[src/rtl/inst_fetch.sv]
// ---------------------------------------------------------------------------
// inst_fetch
//   Instruction fetch front end. Holds the fetch PC, reads one word-aligned
//   instruction per cycle from a combinational ROM while prefetch queue space
//   exists, buffers {pc, inst, excp} entries and presents the queue head to
//   decode over a valid/ready handshake. A redirect flushes the queue and
//   restarts fetch at the new target. A misaligned fetch PC produces a single
//   exception marker entry and parks fetch in HALT until redirect or reset.
//
// Parameters
//   RESET_PC     first fetch address after reset
//   DEPTH        prefetch queue entries (power of two, 1..8)
//
// Ports
//   clk          clock, rising edge
//   rst          synchronous reset, active-high
//   rom_ce       ROM chip enable (1 = read), combinational
//   rom_addr     ROM byte address, word-aligned whenever rom_ce = 1
//   rom_inst     ROM read data, valid in the same cycle as rom_addr
//   redirect     flush queue and restart fetch at redirect_pc
//   redirect_pc  new fetch address
//   out_valid    queue head presented to decode
//   out_ready    decode accepts the head this cycle
//   out_pc       PC of head entry
//   out_inst     instruction of head entry (0 for exception markers)
//   out_excp     head entry is a misaligned-fetch marker
// ---------------------------------------------------------------------------
module inst_fetch #(
  parameter logic [31:0] RESET_PC = 32'h0000_0000,
  parameter int unsigned DEPTH    = 2
) (
  input  logic        clk,
  input  logic        rst,
  output logic        rom_ce,
  output logic [31:0] rom_addr,
  input  logic [31:0] rom_inst,
  input  logic        redirect,
  input  logic [31:0] redirect_pc,
  output logic        out_valid,
  input  logic        out_ready,
  output logic [31:0] out_pc,
  output logic [31:0] out_inst,
  output logic        out_excp
);

  localparam int unsigned PTR_W = (DEPTH > 1) ? $clog2(DEPTH) : 1;
  localparam int unsigned CNT_W = $clog2(DEPTH + 1);

  localparam logic [0:0] ST_RUN  = 1'b0;
  localparam logic [0:0] ST_HALT = 1'b1;

  // Fetch control state
  logic [0:0]       state_q,    state_d;
  logic [31:0]      fetch_pc_q, fetch_pc_d;
  logic [PTR_W-1:0] rd_ptr_q,   rd_ptr_d;
  logic [PTR_W-1:0] wr_ptr_q,   wr_ptr_d;
  logic [CNT_W-1:0] count_q,    count_d;

  // Prefetch queue storage (contents only meaningful below count_q)
  logic [31:0] ent_pc_q   [DEPTH];
  logic [31:0] ent_inst_q [DEPTH];
  logic        ent_excp_q [DEPTH];

  // Per-cycle handshake / push controls
  logic        pop;
  logic        space;
  logic        push;
  logic [31:0] push_inst;
  logic        push_excp;

  // Circular pointer increment; explicit wrap keeps DEPTH=1 correct
  function automatic logic [PTR_W-1:0] ptr_inc(input logic [PTR_W-1:0] p);
    if (p == PTR_W'(DEPTH - 1)) begin
      return '0;
    end
    return p + PTR_W'(1);
  endfunction

  // Head presentation; out_valid never depends on out_ready
  always_comb begin
    out_valid = 1'b0;
    out_pc    = 32'h0;
    out_inst  = 32'h0;
    out_excp  = 1'b0;
    if (!rst) begin
      out_valid = (count_q != '0) && !redirect;
      out_pc    = ent_pc_q[rd_ptr_q];
      out_inst  = ent_inst_q[rd_ptr_q];
      out_excp  = ent_excp_q[rd_ptr_q];
    end
  end

  assign pop   = out_valid & out_ready;
  // A slot freed by this cycle's pop can be refilled in the same cycle
  assign space = (count_q < CNT_W'(DEPTH)) | pop;

  assign rom_addr = rst ? 32'h0 : fetch_pc_q;

  // Next-state, ROM enable and push decisions
  always_comb begin
    state_d    = state_q;
    fetch_pc_d = fetch_pc_q;
    rd_ptr_d   = rd_ptr_q;
    wr_ptr_d   = wr_ptr_q;
    count_d    = count_q;
    rom_ce     = 1'b0;
    push       = 1'b0;
    push_inst  = 32'h0;
    push_excp  = 1'b0;

    if (rst) begin
      // register block applies the reset values
    end else if (redirect) begin
      // Flush wins over full, HALT and a simultaneous out_ready
      state_d    = ST_RUN;
      fetch_pc_d = redirect_pc;
      rd_ptr_d   = '0;
      wr_ptr_d   = '0;
      count_d    = '0;
    end else begin
      case (state_q)
        ST_RUN: begin
          if (space) begin
            push = 1'b1;
            if (fetch_pc_q[1:0] == 2'b00) begin
              rom_ce     = 1'b1;
              push_inst  = rom_inst;
              fetch_pc_d = fetch_pc_q + 32'd4;
            end else begin
              // Misaligned target: emit one marker, then stop fetching
              push_excp = 1'b1;
              state_d   = ST_HALT;
            end
          end
        end
        default: begin
          // HALT: no fetches, queue keeps draining
        end
      endcase

      if (push) begin
        wr_ptr_d = ptr_inc(wr_ptr_q);
      end
      if (pop) begin
        rd_ptr_d = ptr_inc(rd_ptr_q);
      end

      case ({push, pop})
        2'b10:   count_d = count_q + CNT_W'(1);
        2'b01:   count_d = count_q - CNT_W'(1);
        default: count_d = count_q;
      endcase
    end
  end

  // Control state registers
  always_ff @(posedge clk) begin
    if (rst) begin
      state_q    <= ST_RUN;
      fetch_pc_q <= RESET_PC;
      rd_ptr_q   <= '0;
      wr_ptr_q   <= '0;
      count_q    <= '0;
    end else begin
      state_q    <= state_d;
      fetch_pc_q <= fetch_pc_d;
      rd_ptr_q   <= rd_ptr_d;
      wr_ptr_q   <= wr_ptr_d;
      count_q    <= count_d;
    end
  end

  // Queue storage; cleared logically by count/pointers, so no data reset
  always_ff @(posedge clk) begin
    if (push) begin
      ent_pc_q[wr_ptr_q]   <= fetch_pc_q;
      ent_inst_q[wr_ptr_q] <= push_inst;
      ent_excp_q[wr_ptr_q] <= push_excp;
    end
  end

endmodule

[config.mk]
export PLATFORM = sky130hd
export DESIGN_NAME = inst_fetch
export DESIGN_NICKNAME = d
export VERILOG_FILES = /design/src/rtl/inst_fetch.sv
export SDC_FILE = /design/constraint.sdc
export NUM_CORES = 1
export LEC_CHECK = 0
export ABC_AREA = 0
export BUFFER_PORTS_ARGS = -buffer_cell sky130_fd_sc_hd__buf_2
export CAP_MARGIN = 20
export CORE_UTILIZATION = 43
export CTS_BUF_LIST = sky130_fd_sc_hd__clkbuf_8
export DETAILED_ROUTE_END_ITERATION = 7
export PLACE_DENSITY = 0.68
export SETUP_SLACK_MARGIN = 0.1
export SLEW_MARGIN = 20
export SYNTH_ARGS = -nofsm -noshare
export SYNTH_HDL_FRONTEND = slang
export SYNTH_SLANG_ARGS = --single-unit
[constraint.sdc]
create_clock -name clk -period 4.6 [get_ports clk]
set_clock_uncertainty 0.1 [all_clocks]
set_input_delay 0.69 -clock clk [delete_from_list [all_inputs] [get_ports clk]]
set_output_delay 0.69 -clock clk [all_outputs]
set_load 0.01 [all_outputs]
==> results of run 1 <==
## stage by stage
stage	std cells	cell area, µm²	setup WS (ns)	hold slack (ns)	TNS, ns
2_1_floorplan	645	7630	-0.449	0.324	-58.31
5_1_grt	1035	9080	1.29	0.364	0
6_report	1035	9080	1.39	0.377	0
4_1_cts	1034	9060	1.37	0.356	0
3_3_place_gp	1002	8670	1.34	0.383	0
3_5_place_dp	1002	8670	1.25	0.381	0
## placed cells by master (no fill, tap or decap), types with 17 or more instances in the layout
master	Yosys	final
and2_1	34	34
dfxtp_1	38	37
nand2_1	19	19
nor2b_1	30	30
buf_2	1	165
edfxtp_1	130	130
clkbuf_8	0	17
nor2_1	108	106
mux2i_1	68	68
## state kept, by name, summed over array words and instances, names as in the netlist, named ones only
register	flops
count_q	2
ent_excp_q	2
ent_inst_q	64
ent_pc_q	64
fetch_pc_q	32
rd_ptr_q	1
state_q	1
wr_ptr_q	1
## worst min-delay path, stage by stage
cell and delay [ns]:
buf_2 0.09, a21oi_1 0.06, nand3_1 0.07
## path summary, 6_finish.rpt
check             startpoint               to  slack [ns]  depth (start not counted)
max                      rst           rom_ce        1.39                          4
min          redirect_pc[31]   fetch_pc_q[31]        0.38                          3
max reg2reg    fetch_pc_q[2]   fetch_pc_q[18]        1.70                          5
min reg2reg   fetch_pc_q[29]  ent_pc_q[1][29]        0.41                          0
## per-layer routing
layer	up-vias	GRT usage [%]	part of all wire [%]
met5	-	0	0
met4	0	6.62	1.3
met3	23	4.53	7.6
met2	245	31.1	47
met1	2654	26.8	44
li1	2691	-	-
## cell type report
type	instances	area, µm²
fill	1568	8220
inverter	13	48.8
timing repair buffer	174	913
sequential	168	4670
clock inverter	15	161
tap	225	282
clock buffer	17	234
multi-input combinational	423	2770
## power groups by stage
stage | clock network, mW | logic [mW] | registers, mW
CTS | 1.07 | 0.297 | 1.76
floorplan | 0 | 0.186 | 1.77
detailed placement | 0 | 0.295 | 1.80
finish | 1.05 | 0.295 | 1.76
global route | 1.13 | 0.325 | 1.77
global placement | 0 | 0.290 | 1.79
## kinds of logic after synthesis
logic type / Yosys count
and+or+nand+nor: 270
DFF: 168
AOI/OAI and AO/OA: 73
muxes: 68
buffers and inverters: 54
xor gates and xnor gates: 10
adders and majority gates: 2
==> results.yml, run 1 <==
timing:
  relSlewSlack_pct: 39.8
  setup_viol: 0
  slew_violations: 0
  rsz0062_at_grt: "false"
  max_freq_mhz: 311
  hold_viol_final: 0
  post-route-min-period_ns: 3.21
  tightest_slew_ns: 0.903
  period_share_pct: 69.8
final_layout:
  final_layout_size_suffix_gt1_share_pct: 26.2
  diodes: 0
  fin_util_pct: 52.5
  syn_to_final_growth_pct: 18.9
  layout.nets: 867
worst_setup_path:
  cp.arrival_ns: 2.42
  cp_cell_sequence: "buf_4, or2_2, nor4_2, buf_2"
  cp_top_family: "simple AND/OR/NAND/NOR gates"
  slowest_stage: "nor4_2"
  required_ns: 3.81
  path_max_fanout: 76
  crit_path_max_incr_delay_ns: 0.62
  critPathBufInv: 2
  path_class: "primary input to output port"
  cp-end-kind: "output port"
  worstSetupStartpointType: "primary input"
grt:
  overflow: 0
  grt_pass1_vias: 5252
  antenna_found_initial: 0
  grt_pass1_wl_um: 27500
  grt_max_degree: 77
  grtUsageTotal_pct: 19.7
synth:
  async_flop_share_pct: 0
  ys_seq_area_share_pct: 61.1
  synth.largest_area_cell: "edfxtp_1"
  synth_compound_area_share_pct: 7.36
  synthFlopType: "edfxtp_1"
  syn-num-nets: 715
  yosys.area.top_type_share_pct: 51.1
  synth.ff_latch_count: 168
  synthMuxAreaShare_pct: 8.92
  synth_top_family_by_area: "simple AND/OR/NAND/NOR gates"
  yosys.area_share.simple_pct: 18.3
  synth_edf_count: 130
  synth_area_mm2: 0.00763
  synth_xor_area_share_pct: 1.15
  synth_commonest_cells: "130 x edfxtp_1, 108 x nor2_1, 68 x mux2i_1"
  avgSynthCellArea_um2: 11.8
  synth_cell_types: 51
  ys_top_cells_by_area: "edfxtp_1 51%, dfxtp_1 10%, mux2i_1 8.9%, nor2_1 5.3%, and2_1 2.8%"
  synth_warnings: 0
  yosysMostFrequentCell: "edfxtp_1"
  syn_inst: 645
  synthAdderAreaFrac_pct: 0.328
clock_tree:
  clock_path_buffers: 2
  cts_tree: "yes"
  cts_hold_buf: 0
  clkLatencyLatePin_ns: 0.45
  cts_sinks: 168
  cts_setup_buffers: 0
  htree_levels: 4
  cts_made_buffers: 17
  root_buffer: "clkbuf_8"
  postCtsResizedCells: 0
  clk_pin_slew_ns: 0.09
power:
  leakagePower_nw: 3.36
  finalPower_mw: 3.10
  switching_share_pct: 24.2
  p_int_mw: 2.35
  power.switching_uw: 751
  p_clk_share_pct: 33.7
  ir_drop_mv: 0.172
  comb_power_share_pct: 9.5
  pwr-share-seq_pct: 56.8
  cellPowerDensity_mw_per_mm2: 342
route:
  drtPass1Iterations: 5
  vias: 5613
  drtIter0Drc: 406
  drc: 0
  wl_um: 18000
  wl_per_cell_um: 17.4
  routed_via_density: 5.42
  final_antenna_net_count: 0
floorplan:
  io_pins: 167
  core_mm2: 0.0173
  die_width_um: 135
  die_h_um: 135
  start_util_pct: 44.1
  row_count: 48
  die-area_mm2: 0.0183
placed_design:
  hpwl_um: 12200
  portBuffers: 166
  place_congestion: 0.901
worst_hold_path:
  worstHoldPathType: "primary input to flip-flop"
job:
  maxCapViolations: 0
status:
  status: "complete, no violations"
No activity file was read; power rests on OpenSTA's default activity.
==> inputs of run 2 (changes only) <==
clock period = 2.7 ns   (was 4.6 ns; I/O delays follow)
==> run 2 against run 1 <==
Worst setup slack got worse by 1.2 ns. Core utilization increased by 0.70 points. Cell count increased by 1.5%. Combinational power increased by 83%. Final area increased by 1.3%. Non-clock buffer count increased by 16. Flip-flop and latch count unchanged. Largest cell class unchanged. Total power increased by 66%. Sequential share of layout area decreased by 0.68 points. First-iteration DRC count increased by 0.74%. Clock power increased by 52%.
==> results.yml, run 2 (synthesized netlist as in run 1, its figures left out) <==
status:
  status: "complete, no violations"
clock_tree:
  postCtsResizedCells: 0
  clkLatencyLatePin_ns: 0.45
  cts_made_buffers: 17
  clk_pin_slew_ns: 0.09
  cts_sinks: 168
  cts_tree: "yes"
  cts_setup_buffers: 0
  htree_levels: 4
  cts_hold_buf: 0
  clock_path_buffers: 2
  root_buffer: "clkbuf_8"
final_layout:
  mostFrequentLayoutCells: "165 x buf_2, 130 x edfxtp_1, 106 x nor2_1, 68 x mux2i_1, 37 x dfxtp_1"
  final_common_cell: "buf_2"
  layout.nets: 883
  syn_to_final_growth_pct: 20.5
  fin_area_mm2: 0.00920
  fill_cells: 1533
  diodes: 0
  final_layout_size_suffix_gt1_share_pct: 28.0
  largestRegisters: "ent_inst_q: 64 flops, ent_pc_q: 64 flops, fetch_pc_q: 32 flops"
  fin_util_pct: 53.2
timing:
  slew_violations: 0
  setup_viol: 0
  relSlewSlack_pct: 29.0
  tightest_slew_ns: 1.07
  hold_viol_final: 0
  tns_ns: 0
  rsz0062_at_grt: "false"
  max_freq_mhz: 395
  worst_slack_ns: 0.168
  period_share_pct: 93.8
  post-route-min-period_ns: 2.53
floorplan:
  row_count: 48
  core_mm2: 0.0173
  start_util_pct: 44.1
  die_width_um: 135
  die_h_um: 135
  io_pins: 167
  die-area_mm2: 0.0183
grt:
  use_met3_pct: 3.67
  antenna_found_initial: 0
  grt_max_degree: 105
  grt_use_met1_pct: 27.2
  busiest_layer: "met2"
  grt_pass1_wl_um: 28700
  use_met2_pct: 33.6
  grt_pass1_vias: 5533
  overflow: 0
  grtUsageTotal_pct: 20.6
placed_design:
  hpwl_um: 12700
  place_area_mm2: 0.00885
  place_congestion: 0.966
  portBuffers: 166
  dpl_worst_slack_ns: 0.0859
worst_setup_path:
  cp.arrival_ns: 2.79
  critPathBufInv: 0
  worstSetupStartpointType: "flip-flop"
  crit_path_max_incr_delay_ns: 0.60
  path_max_fanout: 11
  cp-end-kind: "flip-flop"
  required_ns: 2.95
  slowest_stage: "or4bb_1"
  cp_top_family: "simple AND/OR/NAND/NOR gates"
  path_class: "flip-flop to flip-flop"
  cp_cell_sequence: "ha_1, or4bb_1, a2111o_1, or4_1, a311oi_1"
job:
  maxCapViolations: 0
route:
  final_antenna_net_count: 0
  routed_via_density: 5.46
  drtPass1Iterations: 5
  wl_um: 18600
  wl_per_cell_um: 17.7
  drc: 0
  vias: 5740
  drtIter0Drc: 409
power:
  leakagePower_nw: 3.45
  finalPower_mw: 5.14
  ir_drop_mv: 0.281
  cellPowerDensity_mw_per_mm2: 559
worst_hold_path:
  worstHoldPathType: "primary input to flip-flop"
[run 2: metal layers]
layer	routed length, µm	up-vias
met5	0	-
met4	285	0
met3	1190	24
met2	8830	238
met1	8260	2762
li1	-	2716
[run 2: worst reg2reg max path, delay by kind of cell (launching register included)]
kind	cells	cell delay, ns
adder cells (fa/ha/maj)	1	0.19
flip-flops	1	0.35
AND/OR/NAND/NOR	2	1.05
AO/OA/AOI/OAI	2	0.77
[run 2: layout make-up]
| cell class | instances | area, µm² | area share, % |
|---|---|---|---|
| Inverter | 13 | 48.8 | 0.530 |
| Tap cell | 225 | 282 | 3.06 |
| Timing Repair Buffer | 190 | 1080 | 11.7 |
| Multi-Input combinational cell | 423 | 2780 | 30.2 |
| Sequential cell | 168 | 4670 | 50.7 |
| Clock buffer | 17 | 234 | 2.54 |
| Clock inverter | 15 | 113 | 1.22 |
[run 2: path summary, 6_finish.rpt]
check / from / slack, ns / to / depth (start not counted)
worst max-delay path: fetch_pc_q[3] / 0.17 / fetch_pc_q[18] / 5
worst min-delay path: redirect_pc[31] / 0.09 / fetch_pc_q[31] / 3
worst max register to register: fetch_pc_q[3] / 0.17 / fetch_pc_q[18] / 5
worst min register to register: fetch_pc_q[29] / 0.40 / ent_pc_q[1][29] / 0
[run 2: where the power goes]
| part | internal (mW) | switching [mW] |
|---|---|---|
| logic | 0.228 | 0.313 |
| clock network | 0.712 | 0.888 |
| registers | 2.90 | 0.0942 |
| total | 3.84 | 1.29 |
[run 2: stage by stage]
| stage | hold slack [ns] | std cells |
|---|---|---|
| 6_report | 0.0918 | 1051 |
| 5_1_grt | 0.0852 | 1051 |
| 4_1_cts | 0.0597 | 1051 |
| 3_5_place_dp | 0.375 | 1019 |
| 3_3_place_gp | 0.378 | 1019 |
| 2_1_floorplan | 0.324 | 645 |
==> inputs of run 3 (changes only) <==
GPL_TIMING_DRIVEN = 0   (was not set)
PLACE_DENSITY = 0.78   (was 0.68)
==> run 3 against run 2 <==
Combinational power grew 4.4%. Total power grew 6.4%. Highest routed layer unchanged. Count of clock-buffer cells in the layout is the same. Critical path type unchanged. Wire length grew 1.1%. Global-route usage grew 0.42 points.
==> results.yml, run 3 (synthesized netlist as in run 1, its figures left out) <==
grt:
  antenna_found_initial: 0
  grt_max_degree: 27
  grt_pass1_vias: 5383
  grt_pass1_wl_um: 28900
  overflow: 0
  grtUsageTotal_pct: 21.0
placed_design:
  place_area_mm2: 0.00890
  portBuffers: 165
  hpwl_um: 13500
  place_congestion: 0.910
  placedCellCount: 1040
worst_setup_path:
  rr_worst_depth: 6
  rr_endpoint: "fetch_pc_q[20]"
  required_ns: 2.97
  cp.arrival_ns: 2.78
  path_class: "flip-flop to flip-flop"
  r2r-start: "fetch_pc_q[2]"
  cp-end-kind: "flip-flop"
  path_max_fanout: 10
  rrSetupSlack_ns: 0.19
  worstSetupStartpointType: "flip-flop"
final_layout:
  largestRegisters: "ent_inst_q: 64 flops, ent_pc_q: 64 flops, fetch_pc_q: 32 flops"
  register_area_mm2: 0.00467
  mostFrequentLayoutCells: "171 x buf_2, 130 x edfxtp_1, 106 x nor2_1, 68 x mux2i_1, 36 x dfxtp_1"
  diodes: 0
  multiInputGateArea_mm2: 0.00282
  fin_cells: 1074
  final_layout_size_suffix_gt1_share_pct: 28.2
  fin_area_mm2: 0.00941
  layout.nets: 906
  fill_cells: 1489
  syn_to_final_growth_pct: 23.3
  final_common_cell: "buf_2"
worst_hold_path:
  worstHoldPathType: "primary input to flip-flop"
  hold-path-cell-count: 3
  worstHoldStart: "redirect_pc[19]"
  min_to: "fetch_pc_q[19]"
power:
  ir_drop_mv: 0.312
  leakagePower_nw: 3.52
  cellPowerDensity_mw_per_mm2: 581
timing:
  relSlewSlack_pct: 31.1
  post-route-min-period_ns: 2.51
  hold_viol_final: 0
  tightest_slew_ns: 1.03
  slew_violations: 0
  max_freq_mhz: 398
  setup_viol: 0
  rsz0062_at_grt: "true"
  tns_ns: 0
  period_share_pct: 93.0
clock_tree:
  cts_tree: "yes"
  htree_levels: 4
  clock_path_buffers: 2
  clk_pin_slew_ns: 0.09
  clkLatencyLatePin_ns: 0.45
  cts_sinks: 168
  cts_made_buffers: 17
  cts_hold_buf: 0
  root_buffer: "clkbuf_8"
floorplan:
  die_width_um: 135
  die_h_um: 135
  core_mm2: 0.0173
  die-area_mm2: 0.0183
  io_pins: 167
  row_count: 48
  start_util_pct: 44.1
status:
  status: "complete, no violations"
route:
  wl_per_cell_um: 17.5
  final_antenna_net_count: 0
  wl_um: 18800
  drtIter0Drc: 418
  drtPass1Iterations: 5
  routed_via_density: 5.41
  drc: 0
  vias: 5809
job:
  maxCapViolations: 0
## run 3: worst max-delay path: stages, from the launching register on
cell and delay (ns):
dfxtp_4 0.39, ha_1 0.18, or4bb_4 0.57, a2111o_1 0.37, buf_6 0.16, or4_1 0.41, a311oi_2 0.24
## run 3: area by class of cell
class	count	area share [%]
Sequential cell	168	49.6
Inverter	13	0.518
Multi-Input combinational cell	423	29.9
Timing Repair Buffer	172	10.2
Clock inverter	15	1.99
Buffer	41	2.30
Clock buffer	17	2.49
Tap cell	225	2.99
## run 3: where the power goes
part / leakage (nW) / internal, mW / switching (mW) / total, mW
Sequential: 1.53 / 2.90 / 0.0858 / 2.99
Clock: 0.216 / 0.940 / 0.970 / 1.91
Combinational: 1.77 / 0.237 / 0.329 / 0.565
## run 3: worst max-delay path by stage
stage                  start                 to  cells after the start
6_report       fetch_pc_q[2]     fetch_pc_q[20]                      6
5_1_grt        fetch_pc_q[2]     fetch_pc_q[20]                      6
4_1_cts           count_q[1]  ent_inst_q[1][27]                      6
3_5_place_dp             rst         out_pc[23]                      6
3_3_place_gp        redirect  ent_inst_q[0][10]                      6
2_1_floorplan       redirect      ent_excp_q[0]                      5
## run 3: metal layers
| metal | vias up | wire length, µm | track usage [%] |
|---|---|---|---|
| met5 | - | 0 | 0 |
| met4 | 0 | 186 | 5.49 |
| met3 | 19 | 1610 | 5.16 |
| met2 | 276 | 9010 | 34.6 |
| met1 | 2745 | 7960 | 27.5 |
| li1 | 2769 | - | - |
## run 3: per-stage QoR
stage	hold WS [ns]	worst slack, ns	utilization [%]	total power, mW
finish	0.0962	0.188	54.4	5.46
global route	0.0852	0.0583	54.4	5.67
CTS	0.0720	0.0814	54.2	5.49
detailed placement	0.338	-0.289	51.5	3.60
global placement	0.331	-0.829	50.8	3.57
floorplan	0.324	-0.0809	-	3.34
## run 3: timing repair
item	4_1_cts	5_1_grt
hold endpoints to repair	0	0
pin swaps	1	2
endpoints found under the setup margin	72	75
buffers inserted	1	1
gates resized for setup	19	15
